[config.mk]
export PLATFORM = sky130hd
export DESIGN_NAME = uart_tx_fifo
export DESIGN_NICKNAME = d
export VERILOG_FILES = /design/src/rtl/uart_tx_fifo.sv
export SDC_FILE = /design/constraint.sdc
export NUM_CORES = 1
export LEC_CHECK = 0
export CORE_MARGIN = 1
export CORE_UTILIZATION = 50
export DETAILED_ROUTE_END_ITERATION = 6
export PLACE_DENSITY_LB_ADDON = 0.2
export SYNTH_ARGS = -nofsm -noshare
export SYNTH_HDL_FRONTEND = slang
export SYNTH_SLANG_ARGS = --single-unit
export TNS_END_PERCENT = 1
[constraint.sdc]
create_clock -name clk -period 2.8 [get_ports clk]
set_clock_uncertainty 0.05 [all_clocks]
set_input_delay 0.42 -clock clk [delete_from_list [all_inputs] [get_ports clk]]
set_output_delay 0.42 -clock clk [all_outputs]
set_load 0.005 [all_outputs]
[src/rtl/uart_tx_fifo.sv]
// Byte FIFO feeding a UART transmitter through a send/txbusy handshake.
// Optional sticky overflow flag enabled by defining UART_TX_FIFO_OVF_EN.
module uart_tx_fifo #(
    parameter int unsigned AW = 4
) (
    input  logic          clk,
    input  logic          reset_n,
    input  logic [7:0]    wdata,
    input  logic          wr,
    output logic          full,
    output logic          empty,
    output logic [AW:0]   count,
    output logic [7:0]    txd,
    output logic          send,
    input  logic          txbusy,
    output logic          overflow,
    input  logic          ovf_clr
);

    localparam logic [AW:0] DEPTH = {1'b1, {AW{1'b0}}};

    typedef enum logic [1:0] {
        IDLE,
        SEND,
        DRAIN
    } state_t;

    state_t        state;
    state_t        state_next;
    logic [7:0]    mem [2**AW];
    logic [AW-1:0] wptr;
    logic [AW-1:0] rptr;
    logic [AW:0]   cnt;
    logic          push;
    logic          pop;

    assign full  = (cnt == DEPTH);
    assign empty = (cnt == '0);
    assign count = cnt;
    assign send  = (state == SEND);
    // a write while full is dropped even if a pop frees a slot on the same edge
    assign push  = wr && !full;

    always_ff @(posedge clk) begin
        if (push) begin
            mem[wptr] <= wdata;
        end
    end

    always_ff @(posedge clk or negedge reset_n) begin
        if (!reset_n) begin
            state <= IDLE;
            wptr  <= '0;
            rptr  <= '0;
            cnt   <= '0;
            txd   <= '0;
        end else begin
            state <= state_next;
            if (push) begin
                wptr <= wptr + 1'b1;
            end
            if (pop) begin
                rptr <= rptr + 1'b1;
                txd  <= mem[rptr];
            end
            if (push && !pop) begin
                cnt <= cnt + 1'b1;
            end else if (pop && !push) begin
                cnt <= cnt - 1'b1;
            end
        end
    end

    always_comb begin
        state_next = state;
        pop        = 1'b0;
        case (state)
            IDLE: begin
                if (!empty && !txbusy) begin
                    pop        = 1'b1;
                    state_next = SEND;
                end
            end
            SEND: begin
                if (txbusy) begin
                    state_next = DRAIN;
                end
            end
            DRAIN: begin
                if (!txbusy) begin
                    state_next = IDLE;
                end
            end
            default: state_next = IDLE;
        endcase
    end

`ifdef UART_TX_FIFO_OVF_EN
    always_ff @(posedge clk or negedge reset_n) begin
        if (!reset_n) begin
            overflow <= 1'b0;
        end else if (wr && full) begin
            overflow <= 1'b1;
        end else if (ovf_clr) begin
            overflow <= 1'b0;
        end
    end
`else
    logic ovf_clr_unused;
    assign ovf_clr_unused = ovf_clr;
    assign overflow       = 1'b0;
`endif

endmodule

# --- Word level (Yosys, flattened, before mapping) ---
# Memory sizes are Yosys's and may differ from the RTL's. A register that Yosys moved wholly into a read port is not among the register bits.
# Cells that the tools add are included.
totals:
  mem_bits_rw: 128
  word_cells: 39
  romBits: 0
  latch_bits: 0
  in_bits: 13
  register_bits: 15
  memories: 1
  out_inout_bits: 17
mem_list:
  columns: ["name", "depth", "width", "read_ports", "rd_ports_with_merged_regs", "write_ports", "line", "text"]
  rows:
  - ["mem", 16, 8, 1, 1, 1, "30", "logic [7:0] mem [2**AW];"]
op_classes:
  div_mod_pow: 0
  add_sub_neg: 4
  n_eq_ne: 6
  shift: 0
  magnitude_cmp: 0
  muxes: 10
  n_reduce_logical: 14
  multipliers: 0
  bitwise: 0
ops:
  columns: ["op", "count"]
  rows:
  - ["two-way mux 5 bit", 2]
  - ["adder 4 x 1 -> 4 bit (second input constant)", 2]
  - ["zero test 1 bit", 6]
  - ["two-way mux 2 bit", 3]
  - ["case mux 2 bit (3 select lines)", 1]
  - ["adder 5 x 1 -> 5 bit (second input constant)", 1]
  - ["== test 5 bit (second input constant)", 1]
  - ["zero test 5 bit", 1]
  - ["subtractor 5 x 1 -> 5 bit (second input constant)", 1]
  - ["logical AND 1 bit", 4]
  - ["two-way mux 1 bit", 4]
  - ["inequality test 2 bit (second input constant)", 2]
  - ["AND reduction 3 bit", 1]
  - ["== test 2 x 1 -> 1 bit (second input constant)", 1]
  - ["== test 2 bit (second input constant)", 1]
  - ["zero test 2 bit", 1]
  - ["inequality test 2 x 1 -> 1 bit (second input constant)", 1]
  - ["nonzero test 2 bit", 1]

# --- Logic depth before layout (Yosys ltp) ---
# Gate-level depths: netlist (run 1).
logic_depth:
  depth_word: 8
  depth_mapped: 12

# --- Worst setup path after synthesis (run 1) ---
# No wires, ideal clock.
synth_path:
  kind: "reg2reg"
  start: "register cnt[1], in the netlist count[1]"
  end: "register cnt[4], in the netlist count[4]"
  stages_incl_launch_ff: 13
  path_buffers: 1
  t_arrival_ns: 2.484
  slack_ns: 0.186
  setup_ns: 0.080
  path_cell_list: "dfrtp_1 -> nor4_1 -> nor2b_1 -> nor4_2 -> inv_1 -> buf_2 -> ha_1 -> inv_1 -> ha_1 -> a21o_1 -> a21oi_1 -> mux2i_1 -> xnor2_1"
synth_via:
  elab_chain_len: 8
  word_cells_on_any_way: 17
  classes_between: "add/sub (2); eq/ne (1); mux (4); reduce/logical (10)"
synth_lines:
  columns: ["item", "line", "text"]
  rows:
  - ["start, declared", "33", "logic [AW:0] cnt;"]
  - ["start signal, assigned", "67", "cnt <= cnt + 1'b1;"]
  - ["start signal, assigned", "69", "cnt <= cnt - 1'b1;"]
  - ["zero test 5 bit (*)", "38", "assign empty = (cnt == '0);"]
  - ["net empty", "11", "output logic empty,"]
  - ["zero test 1 bit (*)", "79", "if (!empty && !txbusy) begin"]
  - ["logical AND 1 bit (*)", "79", null]
  - ["two-way mux 1 bit (*)", "79", null]
  - ["two-way mux 1 bit (*)", "77", "case (state)"]
  - ["zero test 1 bit", "66", "if (push && !pop) begin"]
  - ["logical AND 1 bit", "66", null]
  - ["two-way mux 5 bit or nonzero test 2 bit (tied branches)", null, null]
# Mark *: on every way through the listed nets, which the timed path passes. The rest lies on a longest branch. The select of a mux whose other input is x is not followed.
# A chain may end at the register's enable or synchronous reset.

# --- Worst setup path after layout (run 1) ---
layout_path:
  start: "register cnt[1], in the netlist count[1]"
  end: "register cnt[4], in the netlist count[4]"
layout_via:
  elab_chain_len: 8
  word_cells_on_any_way: 17
  classes_between: "add/sub (2); eq/ne (1); mux (4); reduce/logical (10)"
layout_lines:
  columns: ["item", "line"]
  rows:
  - ["zero test 5 bit", "38"]
  - ["zero test 1 bit", "79"]
  - ["logical AND 1 bit", "79"]
  - ["two-way mux 1 bit", "79"]
  - ["two-way mux 1 bit", "77"]
  - ["zero test 1 bit", "66"]
  - ["logical AND 1 bit", "66"]
  - ["two-way mux 5 bit or nonzero test 2 bit (tied branches)", null]
# Parallel ways exist; a longest one is shown, timed or not. The select of a mux whose other input is x is not followed.

==> results of run 1 <==
[per-stage QoR]
| stage | instance area [um^2] | cells | util (%) |
|---|---|---|---|
| CTS | 7307 | 548 | 60.83 |
| global route | 7316 | 548 | 60.91 |
| floorplan | 6173 | 334 | - |
| detailed placement | 6720 | 516 | 55.95 |
| finish | 7316 | 548 | 60.91 |
| global placement | 6720 | 516 | 55.95 |
[power by group]
group	switching (mW)	total [mW]	internal [mW]
Clock	0.859	2.25	1.39
Sequential	0.219	3.02	2.81
Combinational	1.12	2.30	1.18
Total	2.20	7.57	5.38
[cell type report]
class / count / area (um^2)
fill: 881 / 4696
sequential: 151 / 4420
multi-input combinational: 156 / 1609
timing repair buffer: 54 / 485.5
clock buffer: 19 / 432.9
tap: 147 / 183.9
clock inverter: 13 / 153.9
inverter: 8 / 30.03
[registers in the layout, summed over array words and instances (netlist names)]
register	cells
state	2
mem	128
count	5
wptr	4
txd	8
rptr	4
[layout by cell type, fill, tap and decap left out, drive strengths merged]
| cell | netlist | layout |
|---|---|---|
| mux2i | 9 | 9 |
| clkdlybuf4s50 | 0 | 27 |
| clkinv | 0 | 4 |
| nand3 | 1 | 1 |
| dfrtp | 23 | 23 |
| nor3 | 4 | 4 |
| xnor2 | 9 | 9 |
| edfxtp | 128 | 128 |
| a21oi | 2 | 2 |
| nor2 | 14 | 14 |
| buf | 16 | 27 |
| nor4 | 2 | 2 |
| a21boi | 1 | 1 |
| nor2b | 2 | 2 |
| o21ai | 21 | 21 |
| conb | 1 | 1 |
| clkbuf | 3 | 19 |
| xor2 | 1 | 1 |
| bufinv | 0 | 3 |
| clkinvlp | 0 | 4 |
| mux2 | 8 | 8 |
| a21o | 1 | 1 |
| inv | 8 | 10 |
| mux4 | 32 | 32 |
| and2 | 1 | 1 |
| fa | 1 | 1 |
| ha | 10 | 10 |
| nand4 | 2 | 2 |
| nand2b | 4 | 4 |
| nand2 | 30 | 30 |
[routing by layer]
metal  part of all wire, %  routed length, um
met1                    45               5152
met2                    52               6011
met3                   2.6                305
met4                  0.92                107
met5                     0                  0
[worst max-delay path by stage]
stage	from	cells past startpoint	to	slack, ns
floorplan	count[1]$_DFFE_PN0P_	12	count[4]$_DFFE_PN0P_	0.19
global placement	txbusy	10	count[4]$_DFFE_PN0P_	0.16
detailed placement	txbusy	10	count[4]$_DFFE_PN0P_	0.07
CTS	count[1]$_DFFE_PN0P_	12	count[4]$_DFFE_PN0P_	0.12
global route	count[1]$_DFFE_PN0P_	12	count[4]$_DFFE_PN0P_	0.02
finish	count[1]$_DFFE_PN0P_	12	count[4]$_DFFE_PN0P_	0.24
[worst max-delay path, stage by stage, from the launching register on]
cell and delay (ns):
sky130_fd_sc_hd__dfrtp_1 0.39, sky130_fd_sc_hd__nor4_2 0.31, sky130_fd_sc_hd__nor2b_2 0.22, sky130_fd_sc_hd__nor4_2 0.06
sky130_fd_sc_hd__inv_1 0.07, sky130_fd_sc_hd__ha_1 0.21, sky130_fd_sc_hd__inv_1 0.09, sky130_fd_sc_hd__buf_4 0.15
sky130_fd_sc_hd__ha_1 0.19, sky130_fd_sc_hd__a21o_1 0.16, sky130_fd_sc_hd__a21oi_1 0.19, sky130_fd_sc_hd__mux2i_1 0.27
sky130_fd_sc_hd__xnor2_1 0.15
[cell families after synthesis]
family	after synthesis	synth area share (%)
XOR/XNOR	10	1.419
AND/OR/NAND/NOR	60	4.297
other	1	0.06074
AO/OA/AOI/OAI	25	2.169
adder cells (fa/ha/maj)	11	2.351
buffers and inverters	27	2.493
flip-flops	151	71.58
multiplexers	49	15.63
[cells in the mapped netlist, types with 2 or more instances]
cell and n:
sky130_fd_sc_hd__nor2_1 14, sky130_fd_sc_hd__dfrtp_1 23, sky130_fd_sc_hd__inv_1 8, sky130_fd_sc_hd__mux4_1 17, sky130_fd_sc_hd__nand4_1 2, sky130_fd_sc_hd__a21oi_1 2
sky130_fd_sc_hd__nor2b_1 2, sky130_fd_sc_hd__ha_1 10, sky130_fd_sc_hd__mux4_2 15, sky130_fd_sc_hd__mux2i_1 9, sky130_fd_sc_hd__mux2_2 8, sky130_fd_sc_hd__o21ai_0 5
sky130_fd_sc_hd__nand2b_1 4, sky130_fd_sc_hd__buf_4 2, sky130_fd_sc_hd__o21ai_1 15, sky130_fd_sc_hd__xnor2_1 9, sky130_fd_sc_hd__nor3_1 4, sky130_fd_sc_hd__buf_1 3
sky130_fd_sc_hd__nand2_1 30, sky130_fd_sc_hd__edfxtp_1 128, sky130_fd_sc_hd__buf_2 8, sky130_fd_sc_hd__clkbuf_1 3
[what timing repair did]
item,CTS,global route
gates resized for setup,0,2
hold buffers,0,0
endpoints found under the setup margin,0,1
==> results.txt, run 1 <==
The run finished with clean final reports. Setup repair after global routing left no endpoint under its margin. The number of clock buffers inserted by TritonCTS came out at 17. Averaged over all synthesized cells, the footprint is 18.48 um^2. The H-tree was split into 4 levels. The maximum achievable frequency is 390.2 MHz. The width of the die is 113.1 um. The hold slack came out at 0.3370 ns. The antenna diode instance count came out at 0. The overall track demand over capacity in global routing is 20.05%. The die outline height is 113.1 um. The number of antenna violations at the first check in global routing came out at 0. The final-stage net count is 412. The type of the most critical hold path is input pin to asynchronous set/reset pin. The HPWL after detailed placement came out at 6981 um. The reg-to-reg setup timing slack came out at 0.24 ns. The count of different cell masters after synthesis came out at 35. The number of global-route vias before repair came out at 3,060. The endpoint required time on the critical path came out at 3.08 ns. In this run the core area contains 40 standard-cell rows. The share of the cycle needed by the critical path after routing came out at 91.52%. Setup violations remaining at the end of the flow were counted as 0. The worst setup path is launched from a flip-flop. Subtracting the final worst setup slack from the clock period gives 2.563 ns. Before CTS, the worst setup slack after placement is 0.07483 ns. TritonCTS built the clock tree. The remaining design rule violation count is 0.

The worst-case vdd ir drop is 0.0007743 V. Of all cell types, the one taking the most synthesized area is sky130_fd_sc_hd__edfxtp_1. The sequential fraction of the synthesis area came out at 71.58%. Max-cap violations in this run came to 0. The clock edge transition at the registers on the reported setup and hold paths is 0.06 ns. The die covers 12,800 um^2.

The synthesized netlist net count is 358. The number of buffers added for setup after CTS is 0. Sorting the synthesized cells by area gives the leading types as sky130_fd_sc_hd__edfxtp_1 (62%), sky130_fd_sc_hd__dfrtp_1 (9.3%), sky130_fd_sc_hd__mux4_1 (7.2%). For the worst flop-to-flop path, the logic depth is 12.

After detailed routing, the total wire length is 11,580 um. The analysis attributes to cell leakage a power of 2.601 nW. The post-synthesis to final-layout area growth came out at 18.50%. The total standard cell area after synthesis is 6173 um^2.

For this design the ratio of total power to cell area is 1035 nW/um^2. The core footprint is 12,010 um^2. The total of buffers placed on input and output ports came out at 27.

The post-synthesis async set-or-reset flop share is 15.23%. The initial DRC count is 269. The maximum number of pins on one net before global-route repair is 36.

The number of nets with antenna violations after detailed routing is 0. The vias per cell came out at 5.600. The arrival time of the worst setup path came out at 2.84 ns. The total via count after detailed routing came out at 3,069.

The endpoint identified for the worst register-to-register timing path is count[4]$_DFFE_PN0P_. The first-pass iteration count of the detailed router came out at 4. The global placement routability congestion came out at 0.7408. Headroom to the max-slew limit came out at 57.18%.

The overall power consumption is 7.574 mW. The count of state elements after synthesis came out at 151. The worst setup slack after layout is 0.2374 ns. The warning count from the yosys run is 0. The max-slew violation count came out at 0. The worst-case clock buffer depth came out at 2. The count of mapped cells out of synthesis came out at 334. The worst setup path is captured at a flip-flop. 30 I/O pins were placed.

The first global-routing pass estimated 17,720 um of wire. The routing usage on met3 came out at 6.320%. The top cell type by area accounts for 62.26% of the synthesized area. The overall overflow remaining after global route is 0. The startpoint identified for the worst register-to-register timing path is count[1]$_DFFE_PN0P_. The layout cell share with drive strength beyond 1 is 20.45%.

The insertion delay of the later-clocked pin in the worst-skew pair came out at 0.41 ns. Of all nets on the critical path, the largest fanout is 3. The number of enable flip-flop cells after synthesis came out at 128. Global routing used 33.29% of the available met2 tracks.

The layer flagged by global routing as most heavily used is met2. For met1 alone, demand over resource in global routing was 25.82%. The worst setup path category is flip-flop to flip-flop. For this configuration, the core starts out at a cell density of 51.40%. The detailed-route wire length per cell is 21.12 um.

The CTS root buffer is sky130_fd_sc_hd__clkbuf_16. In the synthesized netlist the dominant register cell turns out to be sky130_fd_sc_hd__edfxtp_1. The transition at the pin with the smallest max-transition slack is 0.6423 ns. The post-route setup TNS is 0 ns. The hold violation count in the final report was 0. The number of clock sinks is 151.
Power figures use the tool's default switching activity.
==> inputs of run 2 (changes only) <==
CORE_ASPECT_RATIO = 1.1   (was unset)
GPL_ROUTABILITY_DRIVEN = 1   (was unset)
SLEW_MARGIN = 25   (was unset)
==> run 2 against run 1 <==
Net effect: sequential share of layout area hardly changed; cell count is 1.3% higher; critical endpoint unchanged; power fell by 1.2%; largest cell class unchanged; worst hold slack worse by 0.0086 ns; clock power fell by 4%; worst setup slack got worse by 0.020 ns; via count increased by 0.26%; utilization is 0.12 points lower; fmax is 0.76% lower; first-iteration DRC count fell by 40%; global-route usage fell by 0.36 points.
==> results.txt, run 2 (synthesis gave the netlist of run 1 again) <==
TritonCTS built the clock tree. The number of flip-flops under the largest register name is 128. The number of cells in the design after placement is 523.

At the worst endpoint, the required time is 3.09 ns. The top cell types in the final layout, fill and taps aside, are sky130_fd_sc_hd__edfxtp_1 (128), sky130_fd_sc_hd__nand2_1 (30), sky130_fd_sc_hd__clkdlybuf4s50_1 (27). The sequential fraction of design power is 41.0%. The slowest stage of the critical path belongs to the cell sky130_fd_sc_hd__dfrtp_1. For this run, the post-layout net count is 412. The element type at the critical path start is a flip-flop. The total of buffers placed on input and output ports came out at 27. The most critical setup path has its startpoint at count[1]$_DFFE_PN0P_. The power share of the clock group is 29.0%.

The setup slack at placement came out at 0.1113 ns. The maximum achievable frequency came out at 387.3 MHz. The effective utilization at floorplan is 51.30%. The cell depth of the worst flop-to-flop path came out at 12. The part of the power in combinational logic came out at 30.0%. The critical path goes through nor4_2 -> nor2b_1 -> nor4_2 -> inv_1 -> ha_1 -> inv_1 -> buf_4 -> ha_1 -> a21o_1 -> a21oi_1 -> mux2i_1 -> xnor2_1. The most common library cell in the layout ignoring fill and taps is sky130_fd_sc_hd__edfxtp_1. Post-CTS timing repair inserted 0 buffers for setup. The repair_antennas step left the layout with diodes totalling 0. The number of clock buffers inserted by TritonCTS is 17.

At the pin with the least slew margin, the transition time is 0.6601 ns. The fraction of power spent switching nets is 29.89%. The critical path endpoint category is a flip-flop. The number of hold buffers added after CTS was 0. The max-capacitance violation count came out at 0. The worst-path maximum fanout is 4. The share of the cycle needed by the critical path after routing came out at 92.22%. The maximum number of pins on one net before global-route repair is 28. The reported net switching power is 2.237 mW. The overall track demand over capacity in global routing came out at 19.70%. The arrival time of the worst setup path is 2.87 ns.

The reg-to-reg setup timing slack came out at 0.22 ns. The first TritonRoute pass finished after 4 iterations. The number of cells upsized or downsized after cts came out at 0. The number of clock sinks is 151. The overall overflow remaining after global route came out at 0. The wire length after detailed routing is 11,170 um. The hold violation count in the final report is 0. The internal power summed over all cells is 5.246 mW. The max-slew violation count is 0. The congestion estimate from routability-driven global placement came to 0.7722. The die outline area is 12,800 um^2.

The post-route setup TNS is 0 ns. The width of the die came out at 107.9 um. The number of antenna violations at the first check in global routing was 0.

The source of the worst register-to-register timing path is count[1]$_DFFE_PN0P_. The number of global-route vias before repair is 3,129. The vias per cell is 5.544. The hold slack is 0.3284 ns. Across the VDD grid, the largest voltage drop is 0.0006232 V. The headroom to the max-slew limit is 55.99%. The clock passes through at most 2 buffers.

The design draws 7.484 mW. The final count of negative-setup-slack endpoints came out at 0. The detailed-route wire length per cell came out at 20.13 um. The number of placed I/O pins came out at 30. The layout cell share with drive strength beyond 1 is 21.45%. The area growth from synthesis to layout is 18.48%. The core footprint came out at 12,030 um^2. The initial DRC count is 162. The end of the critical path is count[4]$_DFFE_PN0P_. Setup repair after global routing left no endpoint under its margin. The number of nets with antenna violations after detailed routing came out at 0. The number of core rows came out at 42. The worst setup path is of the flip-flop to flip-flop kind. The die outline height is 118.5 um. The number of cells in the finished layout apart from fillers came out at 555.

In the routed design, unresolved DRC markers number 0. Counting I/O delays and the setup requirement, the final critical path takes 2.582 ns. In this run the critical register-to-register path is captured at count[4]$_DFFE_PN0P_. The worst setup slack after layout came out at 0.2179 ns. The total via count after detailed routing came out at 3,077. CTS placed an instance of sky130_fd_sc_hd__clkbuf_16 at the clock tree root. Clock-pin slew was measured on the worst setup and hold paths at 0.06 ns. In this run the number of H-tree levels came out at 4. The delay of the slowest critical-path stage is 0.39 ns. The worst hold path belongs to the class input pin to asynchronous set/reset pin. In this design, the largest share of critical-path delay is due to simple AND/OR/NAND/NOR gates.

Counting buffers and inverters, the worst setup path is 12 cells deep. The leakage component of the power is 2.598 nW. The first global-routing pass estimated 17,610 um of wire. The count of buffering cells on the critical path with inverters included came out at 3.

For this design the ratio of total power to cell area is 1023 nW/um^2. The run finished with clean final reports. The HPWL after detailed placement is 7014 um. The register containing the most flip-flops in the final layout is mem. The insertion delay of the later-clocked pin in the worst-skew pair came out at 0.41 ns.
run 2: changes by cell type in the layout (fill, tap and decap cells not counted):
cell	previous run	this run
sky130_fd_sc_hd__inv_6	2	6
sky130_fd_sc_hd__bufinv_16	3	1
sky130_fd_sc_hd__nor2b_1	1	2
sky130_fd_sc_hd__clkinvlp_4	4	5
sky130_fd_sc_hd__nor2b_2	1	0
sky130_fd_sc_hd__buf_4	26	25
sky130_fd_sc_hd__clkinv_2	1	2
sky130_fd_sc_hd__buf_12	1	2
sky130_fd_sc_hd__inv_8	0	1
sky130_fd_sc_hd__clkinv_1	3	0
sky130_fd_sc_hd__clkbuf_1	2	0
run 2: cell type report:
cell class                      count  area, um^2
Fill cell                         881        4720
Multi-Input combinational cell    156        1607
Clock inverter                     15       141.4
Clock buffer                       17       425.4
Sequential cell                   151        4420
Tap cell                          154       192.7
Inverter                            8       30.03
Timing Repair Buffer               54       498.0
run 2: through the flow:
step | util (%) | instance area, um^2
finish | 60.78 | 7315
global route | 60.78 | 7315
CTS | 60.73 | 7308
detailed placement | 56.02 | 6741
global placement | 56.02 | 6741
floorplan | - | 6173
run 2: worst min-delay path by stage:
stage	start	end	slack (ns)	cells after the start
after detailed placement	txd[1]$_DFFE_PN0P_	txd[1]$_DFFE_PN0P_	0.43	2
after global placement	txd[1]$_DFFE_PN0P_	txd[1]$_DFFE_PN0P_	0.42	2
final	reset_n	count[1]$_DFFE_PN0P_	0.33	2
after CTS	reset_n	count[1]$_DFFE_PN0P_	0.33	2
after floorplan	reset_n	count[0]$_DFFE_PN0P_	0.07	0
after global routing	reset_n	count[1]$_DFFE_PN0P_	0.37	2
run 2: metal layers:
layer  vias to the layer above  track usage [%]  share of wire, %
li1                       1406                -                 -
met1                      1589            25.83                44
met2                        67            31.53                51
met3                        15            5.185               3.3
met4                         0            7.363               1.4
met5                         -                0                 0
run 2: power by group through the flow:
stage | Combinational, mW | Clock, mW | Sequential (mW)
global placement | 2.23 | 0 | 3.10
CTS | 2.29 | 2.21 | 3.07
detailed placement | 2.28 | 0 | 3.12
finish | 2.24 | 2.17 | 3.07
floorplan | 1.65 | 0 | 2.97
global route | 2.48 | 2.30 | 3.12
